<file path="config.mk">
export PLATFORM = sky130hd
export DESIGN_NAME = slave_axis_skid_if
export DESIGN_NICKNAME = d
export VERILOG_FILES = /design/src/rtl/slave_axis_skid_if_pkg.sv /design/src/rtl/axis_fifo_mem.sv /design/src/rtl/slave_axis_skid_if.sv
export SDC_FILE = /design/constraint.sdc
export NUM_CORES = 1
export LEC_CHECK = 0
export CAP_MARGIN = 5
export CORE_UTILIZATION = 55
export CTS_CLUSTER_SIZE = 14
export DETAILED_ROUTE_END_ITERATION = 16
export GPL_TIMING_DRIVEN = 1
export PLACE_DENSITY = 0.88
export SLEW_MARGIN = 20
export SYNTH_ARGS = -nofsm -noshare
export SYNTH_HDL_FRONTEND = slang
export SYNTH_SLANG_ARGS = --single-unit
</file>
<file path="constraint.sdc">
create_clock -name AXIS_ACLK -period 12.9 [get_ports AXIS_ACLK]
set_clock_uncertainty 0.15 [all_clocks]
set_input_delay 2.58 -clock AXIS_ACLK [delete_from_list [all_inputs] [get_ports AXIS_ACLK]]
set_output_delay 2.58 -clock AXIS_ACLK [all_outputs]
set_load 0.02 [all_outputs]
</file>
<file path="src/rtl/slave_axis_skid_if_pkg.sv">
// -----------------------------------------------------------------------------
// slave_axis_skid_if_pkg
// Purpose : shared constants and helpers for the AXI-Stream slave buffer.
// Contents: AXIS_DATA_W_DEFAULT - default upstream data width in bits
//           clog2()             - constant ceil(log2(n)) for sizing pointers
// -----------------------------------------------------------------------------
package slave_axis_skid_if_pkg;

  localparam int AXIS_DATA_W_DEFAULT = 128;

  // ceil(log2(n)); returns 0 for n <= 1.
  function automatic int clog2(input int n);
    int r;
    r = 0;
    while ((1 << r) < n) r++;
    return r;
  endfunction

endpackage

</file>
<file path="src/rtl/axis_fifo_mem.sv">
// -----------------------------------------------------------------------------
// axis_fifo_mem
// Purpose : DEPTH x WIDTH storage array, one synchronous write port and one
//           asynchronous read port. The array is deliberately not reset; the
//           owner tracks which entries hold live data.
// Ports   : clk_i   - clock (rising edge)
//           we_i    - write enable
//           waddr_i - write address
//           wdata_i - write data
//           raddr_i - read address (combinational read)
//           rdata_o - read data
// -----------------------------------------------------------------------------
module axis_fifo_mem
  import slave_axis_skid_if_pkg::*;
#(
  parameter int WIDTH = AXIS_DATA_W_DEFAULT + 1,
  parameter int DEPTH = 4
) (
  input  logic                      clk_i,
  input  logic                      we_i,
  input  logic [clog2(DEPTH)-1:0]   waddr_i,
  input  logic [WIDTH-1:0]          wdata_i,
  input  logic [clog2(DEPTH)-1:0]   raddr_i,
  output logic [WIDTH-1:0]          rdata_o
);

  logic [WIDTH-1:0] mem_q [DEPTH];

  always_ff @(posedge clk_i) begin
    if (we_i) mem_q[waddr_i] <= wdata_i;
  end

  assign rdata_o = mem_q[raddr_i];

endmodule

</file>
<file path="src/rtl/slave_axis_skid_if.sv">
// -----------------------------------------------------------------------------
// slave_axis_skid_if
// Purpose : AXI-Stream slave front end. Accepts beats from upstream into a
//           small first-word-fall-through FIFO and presents the oldest entry
//           to downstream logic, along with occupancy and an almost-full flag.
//
// Handshake semantics (both sides): a transfer happens on a rising edge where
// valid and ready are both 1. Upstream write = S_AXIS_TVALID & S_AXIS_TREADY;
// downstream read = TVALID & MODULE_READY. TVALID never depends on ready, and
// S_AXIS_TREADY comes straight from a flop so it has no path from MODULE_READY.
//
// Ports   : AXIS_ACLK, AXIS_ARESET     - clock, synchronous active-high reset
//           S_AXIS_TDATA/TLAST/TVALID  - upstream beat
//           S_AXIS_TREADY              - upstream ready (registered)
//           CLK, RESET                 - wire copies of clock/reset
//           TDATA, TLAST, TVALID       - head of buffer
//           MODULE_READY               - downstream pops head entry
//           COUNT                      - occupancy, 0..DEPTH
//           ALMOST_FULL                - COUNT >= AFULL_THRESH
// -----------------------------------------------------------------------------
module slave_axis_skid_if
  import slave_axis_skid_if_pkg::*;
#(
  parameter int S_AXIS_TDATA_WIDTH = AXIS_DATA_W_DEFAULT,
  parameter int DEPTH              = 4,
  parameter int AFULL_THRESH       = DEPTH - 1
) (
  input  logic                           AXIS_ACLK,
  input  logic                           AXIS_ARESET,
  input  logic [S_AXIS_TDATA_WIDTH-1:0]  S_AXIS_TDATA,
  input  logic                           S_AXIS_TLAST,
  input  logic                           S_AXIS_TVALID,
  output logic                           S_AXIS_TREADY,
  output logic                           CLK,
  output logic                           RESET,
  output logic [S_AXIS_TDATA_WIDTH-1:0]  TDATA,
  output logic                           TLAST,
  output logic                           TVALID,
  input  logic                           MODULE_READY,
  output logic [clog2(DEPTH):0]          COUNT,
  output logic                           ALMOST_FULL
);

  localparam int PW = clog2(DEPTH);
  localparam int CW = PW + 1;
  localparam int EW = S_AXIS_TDATA_WIDTH + 1;

  logic [PW-1:0] wr_ptr_q, wr_ptr_d;
  logic [PW-1:0] rd_ptr_q, rd_ptr_d;
  logic [CW-1:0] count_q, count_d;
  logic          tready_q, tready_d;
  logic          wr_en, rd_en;
  logic [EW-1:0] head;

  assign CLK   = AXIS_ACLK;
  assign RESET = AXIS_ARESET;

  assign wr_en = S_AXIS_TVALID & tready_q;
  // Empty buffer ignores MODULE_READY, so a pop can never underflow.
  assign rd_en = (count_q != '0) & MODULE_READY;

  always_comb begin
    count_d  = count_q;
    wr_ptr_d = wr_ptr_q;
    rd_ptr_d = rd_ptr_q;
    if (wr_en) wr_ptr_d = wr_ptr_q + PW'(1);
    if (rd_en) rd_ptr_d = rd_ptr_q + PW'(1);
    case ({wr_en, rd_en})
      2'b10:   count_d = count_q + CW'(1);
      2'b01:   count_d = count_q - CW'(1);
      default: count_d = count_q;
    endcase
    // Ready for the next cycle is decided from next occupancy, so a pop at
    // full reopens the input one cycle later without a combinational path.
    tready_d = (count_d < CW'(DEPTH));
  end

  always_ff @(posedge AXIS_ACLK) begin
    if (AXIS_ARESET) begin
      count_q  <= '0;
      wr_ptr_q <= '0;
      rd_ptr_q <= '0;
      tready_q <= 1'b0;
    end else begin
      count_q  <= count_d;
      wr_ptr_q <= wr_ptr_d;
      rd_ptr_q <= rd_ptr_d;
      tready_q <= tready_d;
    end
  end

  axis_fifo_mem #(
    .WIDTH (EW),
    .DEPTH (DEPTH)
  ) u_mem (
    .clk_i   (AXIS_ACLK),
    .we_i    (wr_en),
    .waddr_i (wr_ptr_q),
    .wdata_i ({S_AXIS_TLAST, S_AXIS_TDATA}),
    .raddr_i (rd_ptr_q),
    .rdata_o (head)
  );

  assign S_AXIS_TREADY = tready_q;
  assign TVALID        = (count_q != '0);
  assign TDATA         = head[S_AXIS_TDATA_WIDTH-1:0];
  assign TLAST         = head[EW-1];
  assign COUNT         = count_q;
  assign ALMOST_FULL   = (count_q >= CW'(AFULL_THRESH));

endmodule

</file>
==> flow_summary.yaml <==
routing:
  vias: 8666
  vias_per_cell: 5.73
  drt_pass1_iterations: 4
  drt_wl_total_mm: 37.3
  drc: 0
  wire_per_inst_um: 24.6
  drtIter0Drc: 585
  ant_nets: 0
critical_path:
  slowest_stage: "clkdlybuf4s50_1"
  cp_num_buf_inv: 3
  slowest_delay_ns: 0.53
  required_ns: 10.17
  start_kind: "clock port"
  arrival_ns: 7.23
  path_delay_family: "buffers and inverters"
  crit_type: "clock port to primary output"
  endpoint_kind: "primary output"
  cpMostUsedCell: "clkbuf_16"
  crit_fanout: 2
  crit_chain: "clkbuf_16 > clkbuf_16 > clkdlybuf4s50_1"
cells_and_area:
  final_common_cell: "edfxtp_1"
  final_cell_mix: "516 x edfxtp_1, 269 x clkdlybuf4s50_1, 129 x mux4_2"
  nets: 1164
  post-route-util_pct: 70.7
  multiInputGateArea_um2: 3190
  seq_area_um2: 15700
  final_layout_size_suffix_gt1_share_pct: 20.6
  fillers: 1971
  area.growth.synth_to_final_pct: 25.3
power_and_ir_drop:
  power_frac_clock_pct: 34.6
  p_total_uw: 4390
  vdd_drop_max_uv: 149
  p_sw_uw: 1070
  p_seq_share_pct: 46.9
  swShare_pct: 24.3
  power_leakage_uw: 0.00750
  p_int_uw: 3320
  p_per_area_nw_per_um2: 183
  p_comb_share_pct: 18.5
synthesis:
  synth_top_area_share_pct: 81.1
  synth-compound-area-share_pct: 0.157
  yosysTopAreaCell: "edfxtp_1"
  syn_area_per_cell_um2: 26.4
  synthSimpleGateAreaFrac_pct: 0.432
  ys_types: 24
  synth_adder_area_share_pct: 0.432
  synth_xor_area_share_pct: 0.229
  synthMuxAreaShare_pct: 15.4
  syn_area_um2: 19100
  synth_top_family_by_area: "multiplexers"
  synth_area_leaders: "edfxtp_1 81%, mux4_2 15%, dfxtp_1 1.0%"
  synth_nets: 862
  synth-seq-cells: 526
  yosysWarnings: 0
  synth_seq_area_share_pct: 82.1
  netlist_instances: 723
clock_tree:
  post_cts_resized: 0
  clkLatencyLatePin_ns: 0.66
  cts.reportedPaths.clkPinSlew_ns: 0.06
  tritoncts: "built"
  cts_setup_buffers: 0
  ctsHoldBuffers: 0
placement:
  routabilityCongestion: 0.711
  portBuffers: 269
  post-dp-hpwl_mm: 21.8
grt:
  antenna_found_initial: 3
  grt_pass1_vias: 9300
  grt_overflow: 0
  grt_first_pass_wirelength_mm: 55.8
  grt_start_max_net_pins: 73
  globalRouteTotalUtil_pct: 21.3
timing:
  rsz0062_at_grt: "no"
  hold_viol: 0
  report.final.slew_viol_count: 0
  finalSetupViolCount: 0
  tightestPinTransition_ns: 1.10
  max-slew-margin-rel_pct: 26.4
  setup_tns_ns: 0
  whs_ns: 0.362
die:
  die_h_um: 188
  coreArea_um2: 33900
  die_area_um2: 35500
  row_count: 67
  io_pins: 270
  die_w_um: 188
  start_util_pct: 56.4
outcome:
  outcome: "finished clean"
worst_hold_path:
  min_path_type: "flip-flop to flip-flop"
flow_run:
  maxCapViolCount: 0
==> area by class of cell <==
cell class	instances	share of cell area, %
Clock buffer	69	6.08
Sequential cell	526	65.6
Clock inverter	25	1.17
Timing Repair Buffer	275	11.4
Inverter	2	0.0313
Multi-Input combinational cell	164	13.3
Antenna cell	3	0.0313
Tap cell	448	2.34
==> sequential cells by signal, summed over array words and instances, names as in the netlist, named ones only <==
register	cells
COUNT	2
u_mem.mem_q	516
S_AXIS_TREADY	1
rd_ptr_q	2
wr_ptr_q	2
==> cell usage after synthesis, drive strengths merged <==
master  instances
fa              1
o31a            1
nor2            7
and3            4
nand3           1
a21oi           1
xnor2           3
mux4          129
dfxtp          10
clkbuf          6
xor2            2
or3             1
inv             2
buf            25
nand2           2
or2             1
mux2i           3
edfxtp        516
ha              5
o311ai          1
nand2b          1
a21o            1
==> worst min-delay path, stage by stage, from the launching register on <==
cell and delay [ns]:
dfxtp_1 0.34, nand2_1 0.07, a21oi_1 0.05
==> stage by stage <==
stage / worst slack, ns / cell area [um2] / instances
final: 2.94 / 23900 / 1512
after global placement: 3.21 / 22200 / 1416
after CTS: 2.93 / 23900 / 1509
after detailed placement: 3.21 / 22200 / 1416
after global routing: 2.94 / 23900 / 1511
after floorplan: 3.59 / 19100 / 723
==> logic make-up (layout without fill, tap and decap cells) <==
family / after synthesis / after routing
fa+ha+maj: 6 / 6
flops: 526 / 526
mux: 132 / 132
xor+xnor: 5 / 5
buf+inv: 33 / 371
compound gates: 4 / 4
simple gates: 17 / 17
other cells: 0 / 3
==> path summary, 6_finish.rpt <==
check                   start            endpoint  slack [ns]  cells past startpoint
hold reg to reg   wr_ptr_q[1]         wr_ptr_q[1]        0.36                      2
setup reg to reg  wr_ptr_q[1]  u_mem.mem_q[1][89]        9.91                      4
setup / recovery    AXIS_ACLK                 CLK        2.94                      3
hold / removal    wr_ptr_q[1]         wr_ptr_q[1]        0.36                      2
==> power groups by stage <==
stage | sequential, uW | clock, uW | combinational [uW]
5_1_grt | 2070 | 1600 | 853
3_5_place_dp | 2090 | 10.4 | 814
6_report | 2060 | 1520 | 813
4_1_cts | 2060 | 1540 | 824
3_3_place_gp | 2080 | 10.4 | 803
2_1_floorplan | 2070 | 9.06 | 476
==> per-layer routing <==
layer	part of all wire (%)	routed length (um)	vias to the layer above	track usage, %
met1	39	14500	4483	28.1
met4	2.6	968	0	7.38
met3	8.2	3060	69	6.13
li1	-	-	3742	-
met2	50	18800	372	34.6
met5	0	0	-	0
Note: power is estimated with default switching activity, not from simulation.
